### config.mk
export PLATFORM = sky130hd
export DESIGN_NAME = expr_eval
export DESIGN_NICKNAME = d
export VERILOG_FILES = /design/src/rtl/expr_eval.sv
export SDC_FILE = /design/constraint.sdc
export NUM_CORES = 1
export LEC_CHECK = 0
export CAP_MARGIN = 20
export CORE_MARGIN = 10
export CORE_UTILIZATION = 30
export CTS_CLUSTER_SIZE = 24
export DETAILED_ROUTE_END_ITERATION = 7
export GPL_TIMING_DRIVEN = 0
export HOLD_SLACK_MARGIN = 0.06
export PLACE_DENSITY = 0.5
export SLEW_MARGIN = 20
export SYNTH_ARGS = -nofsm -noshare
export SYNTH_HDL_FRONTEND = slang
export SYNTH_SLANG_ARGS = --single-unit
### constraint.sdc
create_clock -name clk -period 5.56 [get_ports clk]
set_input_delay 1.668 -clock clk [delete_from_list [all_inputs] [get_ports clk]]
set_output_delay 1.668 -clock clk [all_outputs]
set_load 0.02 [all_outputs]
### src/rtl/expr_eval.sv
// expr_eval: evaluates '='-terminated ASCII expressions of digits, '+' and '*' ('*' binds tighter).
// Optional feature macro MULTI_DIGIT_EN enables multi-digit decimal operands.
module expr_eval #(
  parameter int WIDTH = 16
) (
  input  logic             clk,
  input  logic             clr_n,
  input  logic             in_valid,
  input  logic [7:0]       in,
  output logic [WIDTH-1:0] result,
  output logic             result_valid,
  output logic             err,
  output logic             overflow,
  output logic             busy
);

`ifdef MULTI_DIGIT_EN
  localparam int OW = WIDTH;
  localparam int MW = 2 * WIDTH;
`else
  localparam int OW = 4;
  localparam int MW = WIDTH + 4;
`endif

  typedef enum logic [1:0] {EXP_NUM, EXP_OP, ERROR} state_t;

  state_t           state;
  logic [WIDTH-1:0] sum;
  logic [WIDTH-1:0] prod;
  logic [OW-1:0]    operand;
  logic             ovf_acc;

  logic             is_digit;
  logic             is_plus;
  logic             is_star;
  logic             is_eq;
  logic [3:0]       digit;
  logic [MW-1:0]    mul_full;
  logic [WIDTH:0]   add_full;
  logic             mul_ovf;
  logic             add_ovf;

  assign is_digit = (in >= 8'h30) && (in <= 8'h39);
  assign is_plus  = (in == 8'h2B);
  assign is_star  = (in == 8'h2A);
  assign is_eq    = (in == 8'h3D);
  assign digit    = in[3:0];

  // The pending term is prod*operand; both '+' and '=' fold it into sum.
  assign mul_full = MW'(prod) * MW'(operand);
  assign mul_ovf  = |mul_full[MW-1:WIDTH];
  assign add_full = {1'b0, sum} + {1'b0, mul_full[WIDTH-1:0]};
  assign add_ovf  = add_full[WIDTH];

`ifdef MULTI_DIGIT_EN
  localparam int AW = OW + 4;
  logic [AW-1:0] acc_full;
  logic          acc_ovf;

  assign acc_full = AW'(operand) * AW'(10) + AW'(digit);
  assign acc_ovf  = |acc_full[AW-1:OW];
`endif

  always_ff @(posedge clk or negedge clr_n) begin
    if (!clr_n) begin
      state        <= EXP_NUM;
      sum          <= '0;
      prod         <= WIDTH'(1);
      operand      <= '0;
      ovf_acc      <= 1'b0;
      result       <= '0;
      result_valid <= 1'b0;
      err          <= 1'b0;
      overflow     <= 1'b0;
      busy         <= 1'b0;
    end else begin
      result_valid <= 1'b0;
      if (in_valid) begin
        if (is_eq) begin
          result_valid <= 1'b1;
          busy         <= 1'b0;
          state        <= EXP_NUM;
          sum          <= '0;
          prod         <= WIDTH'(1);
          operand      <= '0;
          ovf_acc      <= 1'b0;
          if (state == EXP_OP) begin
            result   <= add_full[WIDTH-1:0];
            err      <= 1'b0;
            overflow <= ovf_acc | mul_ovf | add_ovf;
          end else begin
            result   <= '0;
            err      <= 1'b1;
            overflow <= 1'b0;
          end
        end else begin
          busy <= 1'b1;
          case (state)
            EXP_NUM: begin
              if (is_digit) begin
                operand <= OW'(digit);
                state   <= EXP_OP;
              end else begin
                state <= ERROR;
              end
            end
            EXP_OP: begin
              if (is_star) begin
                prod    <= mul_full[WIDTH-1:0];
                ovf_acc <= ovf_acc | mul_ovf;
                state   <= EXP_NUM;
              end else if (is_plus) begin
                sum     <= add_full[WIDTH-1:0];
                prod    <= WIDTH'(1);
                ovf_acc <= ovf_acc | mul_ovf | add_ovf;
                state   <= EXP_NUM;
              end else if (is_digit) begin
`ifdef MULTI_DIGIT_EN
                operand <= acc_full[OW-1:0];
                ovf_acc <= ovf_acc | acc_ovf;
`else
                state <= ERROR;
`endif
              end else begin
                state <= ERROR;
              end
            end
            // ERROR swallows everything until '='
            default: ;
          endcase
        end
      end
    end
  end

endmodule

==> results.yml, run 1 <==
outcome:
  status: "finished clean"
layout:
  drive_gt1_frac: 0.06291
  fin_area_sq_um: 5952
  syn_to_final_growth_pct: 17.57
  fin_nets: 682
  final_cells: 824
  diodes: 0
  fin_util: 0.3589
placed_design:
  placed_area_sq_um: 5653
  hpwlAfterDp_um: 10870
  numPortBuffers: 29
  place_congestion: 0.9023
  placedCellCount: 811
floorplanning:
  die_y_um: 149.9
  initial_core_util: 0.3053
  core_sq_um: 16580
  ios: 31
  fp.dieArea_sq_um: 22470
  die_x_um: 149.9
  rows: 47
logic_synthesis:
  synth.cell_area_sq_um: 5062
  ys_seq_elements: 59
  ys.flop_type: "dfrtp_1"
  yosysWarnings: 0
  syn_inst: 561
  synth-edff-count: 0
  syn_nets: 641
  yosysMostFrequentCell: "inv_1"
  synth_top_area_share: 0.2867
  syn_area_per_cell_sq_um: 9.024
  ys_top_cells_by_area: "dfrtp_1, fa_1, ha_1"
  yosys.area.top_type: "dfrtp_1"
  seq_area_frac_synth: 0.2919
  synthArstFlopShare: 1.000
  netlist_top_cells_count: "inv_1, dfrtp_1, and2_1"
  yosysUniqueCellTypes: 59
setup_path:
  cp.arrival_ns: 5.50
  startpoint_type: "flip-flop"
  critical_path_class: "flip-flop to flip-flop"
  crit_required_ns: 5.75
  worstPathMaxFanout: 10
  cp-end-kind: "flip-flop"
job:
  maxCapViolations: 0
sta:
  rsz0062_at_grt: "yes"
  worst_pin_slew_ns: 1.038
  setup_viol: 0
  whs_ns: 0.4803
  fin_skew_ns: 0.005768
  slew_violations: 0
  fmax_mhz: 188.3
  period_minus_slack_ns: 5.311
  fin_crit_sh: 0.9552
  maxSlewHeadroom: 0.3024
  hold_viol: 0
cts:
  numCtsBuffers: 9
  htree_levels: 3
  clk_pin_slew_worst_paths_ns: 0.05
  hold_buffers: 0
  clk_latency_ns: 0.32
  tritoncts: "yes"
  clock_path_buffers: 2
  clockRootBuffer: "clkbuf_16"
  clock-sinks: 59
global_route:
  grt.overflow.total: 0
  grt_pass1_wl_um: 22650
  track_usage: 0.1255
  grt_max_degree: 54
  grt_antenna_before_repair: 0
  grt_pass1_vias: 4369
power_and_ir_drop:
  power_density_nw_per_um2: 158.7
  ir_drop_uv: 142.4
  p_leak_nw: 2.843
detailed_routing:
  drt_iter0_drc: 271
  vias: 4171
  drtAntennaViolNets: 0
  drc: 0
  via_per_inst: 5.062
  drtPass1Iterations: 4
  wirelength_um: 13530
  avgRoutedWirePerCell_um: 16.42
hold_path:
  hold_class: "flip-flop to flip-flop"
==> sequential cells by signal, indices dropped and copies added, names as in the netlist <==
signal        flops
ovf_acc           1
busy              1
result           16
err               1
operand           4
sum              16
state             2
prod             16
overflow          1
result_valid      1
==> critical path, stage by stage, from the launching register on <==
cell	delay, ns
dfrtp_2	0.47
clkbuf_4	0.22
and2_1	0.17
fa_1	0.54
inv_1	0.06
fa_1	0.54
inv_1	0.05
ha_1	0.34
nor2b_1	0.16
o31a_1	0.32
o31a_1	0.32
o21ai_2	0.18
a21oi_4	0.09
ha_1	0.35
a21o_1	0.21
a21o_1	0.21
or3_1	0.33
o21ai_2	0.16
o21ai_1	0.13
a21oi_1	0.21
a31oi_1	0.10
==> path summary, 6_finish.rpt <==
kind	cells after the start	slack, ns	startpoint	end
worst max register to register	20	0.25	operand[3]	ovf_acc
worst min-delay path	2	0.48	result[2]	result[2]
worst max-delay path	20	0.25	operand[3]	ovf_acc
min in group asynchronous	1	1.16	clr_n	result[13]
worst min register to register	2	0.48	result[2]	result[2]
max in group asynchronous	2	3.86	clr_n	prod[0]
==> per-layer routing <==
layer  wire length (um)  vias to the layer above  global-route usage
met5                  0                        -                   0
met4                124                        0             0.03256
met3                584                        9             0.02778
met2               6540                       82              0.2097
met1               6284                     2035              0.1599
li1                   -                     2045                   -
==> area by class of cell <==
cell class | instances | area, sq um
Fill cell | 1717 | 10630
Multi-Input combinational cell | 428 | 3339
Sequential cell | 59 | 1481
Timing Repair Buffer | 30 | 315.3
Tap cell | 220 | 275.3
Clock buffer | 13 | 250.2
Inverter | 61 | 229.0
Buffer | 13 | 61.31
==> cells in the final DEF, fill, tap and decap left out, types with 3 or more instances in the layout <==
cell             synthesis  final
or3_1                    7      7
ha_1                    40     40
o21a_1                  10     10
o21bai_1                 4      4
and2_1                  52     52
a21o_1                   9      9
o21ai_0                 32     28
nand2_1                 51     51
dfrtp_2                  0      3
fa_1                    29     29
xor2_1                   6      6
o21ai_2                  1      3
and3_1                   3      3
nand3_1                  8      8
xnor2_1                 10     10
nor2_1                  36     35
buf_2                    3      3
inv_1                   61     61
a31oi_1                  9      9
o31ai_1                  3      3
a21oi_1                 30     29
a32o_1                   4      4
clkbuf_16                0      9
nor3_1                   6      6
o21ai_1                  2      4
a22o_1                  30     30
a221oi_1                 3      3
clkbuf_1                10     10
dfrtp_1                 58     55
clkdlybuf4s50_1          0     28
==> what timing repair did <==
action	CTS	global route
setup buffers	0	0
resized for setup	8	13
pin swaps	0	1
endpoints found under the setup margin	10	7
==> where the power goes <==
group | switching [mW] | internal [mW]
clock | 0.170 | 0.305
combinational | 0.0201 | 0.0130
sequential | 0.00330 | 0.434
total | 0.193 | 0.752
==> logic make-up (layout without fill, tap and decap cells) <==
logic type | Yosys count | after routing | share of synthesized area
and+or+nand+nor | 182 | 182 | 0.1854
AOI/OAI and AO/OA | 161 | 161 | 0.2259
buffers and inverters | 74 | 117 | 0.05561
adders and majority gates | 69 | 69 | 0.2135
DFF | 59 | 59 | 0.2919
xor gates and xnor gates | 16 | 16 | 0.02768
==> metrics by stage <==
step           power (mW)  setup TNS (ns)  worst slack [ns]
2_1_floorplan      0.4520               0            0.7325
3_3_place_gp       0.4748         -0.4574           -0.2554
3_5_place_dp       0.4776         -0.9634           -0.3158
4_1_cts            0.9609               0           0.03370
5_1_grt            0.9828               0          0.004370
6_report           0.9448               0            0.2490
(Power assumes the default switching activity.)
==> run 2, diff against run 1 <==
CORE_MARGIN = not set   (was 10)
SLEW_MARGIN = not set   (was 20)
==> results.yml, run 2 (synthesis results as in run 1) <==
hold_path:
  hp-start: "result[1]"
  min_to: "result[1]"
  hold_class: "flip-flop to flip-flop"
  min_path_cells: 2
power_and_ir_drop:
  ir_drop_uv: 154.0
  p_total_mw: 1.067
  power_density_nw_per_um2: 176.6
  p_leak_nw: 2.888
layout:
  final_common_cell: "inv_1"
  drive_gt1_frac: 0.07553
  diodes: 0
  syn_to_final_growth_pct: 19.33
  fin_nets: 684
  final_cells: 829
  reg_top3: "prod (16), result (16), sum (16)"
  fin_util: 0.3656
  final_cell_mix: "inv_1, dfrtp_1, and2_1"
setup_path:
  cpLargestDelayFamily: "compound AO/OA/AOI/OAI gates"
  crit_required_ns: 5.75
  cp.arrival_ns: 5.52
  crit_path_max_incr_delay_ns: 0.54
  reg2reg_slack_ns: 0.23
  critical_path_class: "flip-flop to flip-flop"
  rr_worst_depth: 20
  worstReg2RegStart: "operand[3]"
  path_buf_inv: 3
  cp-end-kind: "flip-flop"
  worstPathMaxFanout: 10
  slowest_stage: "fa_1"
  r2r_end: "ovf_acc"
  path_cells: "clkbuf_4, and2_1, fa_1, inv_1, fa_1, inv_1, ha_1, nor2b_1, o31a_1, o31a_1, o21ai_2, a21oi_4, ha_1, a21o_1, a21o_1, or3_1, o21ai_2, o21ai_1, a21oi_1, a31oi_1"
  startpoint_type: "flip-flop"
floorplanning:
  rows: 47
  die_x_um: 131.9
  core_sq_um: 16520
  initial_core_util: 0.3064
  fp.dieArea_sq_um: 17400
  ios: 31
  die_y_um: 131.9
sta:
  fin_crit_sh: 0.9590
  fmax_mhz: 187.5
  maxSlewHeadroom: 0.2959
  worst_pin_slew_ns: 1.048
  fin_skew_ns: 0.004035
  slew_violations: 0
  setup_viol: 0
  setup_ws_ns: 0.2279
  period_minus_slack_ns: 5.332
  fin_setup_tns_ns: 0
  hold_viol: 0
  rsz0062_at_grt: "no"
detailed_routing:
  via_per_inst: 4.981
  drc: 0
  wirelength_um: 13140
  drt_iter0_drc: 187
  drtAntennaViolNets: 0
  avgRoutedWirePerCell_um: 15.85
  drtPass1Iterations: 4
  vias: 4129
global_route:
  grt_pass1_wl_um: 22110
  grt_max_degree: 40
  grt_antenna_before_repair: 0
  grt.overflow.total: 0
  track_usage: 0.1614
  grt_pass1_vias: 4307
cts:
  clockRootBuffer: "clkbuf_16"
  clock_path_buffers: 2
  tritoncts: "yes"
  numCtsBuffers: 9
  clk_latency_ns: 0.32
  clk_pin_slew_worst_paths_ns: 0.05
  htree_levels: 3
  clock-sinks: 59
placed_design:
  preCtsSetupSlack_ns: -0.3013
  place_congestion: 0.8396
  placedCellCount: 811
  hpwlAfterDp_um: 10420
  numPortBuffers: 29
job:
  maxCapViolations: 0
outcome:
  status: "finished clean"
==> run 2: worst max path at each step <==
stage / startpoint / endpoint / cells after the start
2_1_floorplan: operand[3] / ovf_acc / 20
6_report: operand[3] / ovf_acc / 20
4_1_cts: operand[2] / ovf_acc / 18
5_1_grt: operand[3] / ovf_acc / 20
3_5_place_dp: operand[2] / ovf_acc / 18
3_3_place_gp: operand[3] / ovf_acc / 20
==> run 2: area by class of cell <==
class / instances / area (sq um)
Clock inverter: 4 / 72.57
Sequential cell: 59 / 1481
Timing Repair Buffer: 32 / 320.3
Buffer: 13 / 61.31
Fill cell: 1655 / 10480
Tap cell: 220 / 275.3
Clock buffer: 12 / 256.5
Inverter: 61 / 229.0
Multi-Input combinational cell: 428 / 3344
==> run 2: layer usage <==
layer,track usage,vias up,part of all wire
met5,0,-,0
met4,0.05749,0,0.020
met3,0.02115,20,0.027
met2,0.2710,69,0.47
met1,0.2125,1996,0.48
li1,-,2044,-
==> run 2: worst register-to-register path, stage by stage (launching register included) <==
cell	delay (ns)
dfrtp_2	0.48
clkbuf_4	0.23
and2_1	0.18
fa_1	0.54
inv_1	0.06
fa_1	0.53
inv_1	0.04
ha_1	0.34
nor2b_1	0.16
o31a_1	0.32
o31a_1	0.32
o21ai_2	0.20
a21oi_4	0.10
ha_1	0.35
a21o_1	0.22
a21o_1	0.22
or3_1	0.33
o21ai_2	0.16
o21ai_1	0.13
a21oi_1	0.19
a31oi_1	0.10
==> run 2: where the power goes <==
group	internal, mW	leakage [nW]	total (mW)	switching (mW)
combinational	0.0122	1.92	0.0321	0.0199
clock	0.415	0.159	0.598	0.183
sequential	0.433	0.805	0.437	0.00331
==> run 2: timing repair <==
item	in CTS	in global routing
setup endpoints to repair	6	9
gates resized for setup	7	16
pin swaps	0	2
setup buffers	0	2
hold buffers	0	0
==> run 2: per-stage QoR <==
| step | instance area (sq um) | hold slack (ns) |
|---|---|---|
| after detailed placement | 5643 | 0.4751 |
| final | 6041 | 0.4804 |
| after global placement | 5628 | 0.4685 |
| after CTS | 5982 | 0.4893 |
| after global routing | 6041 | 0.5202 |
| after floorplan | 5062 | 0.4563 |
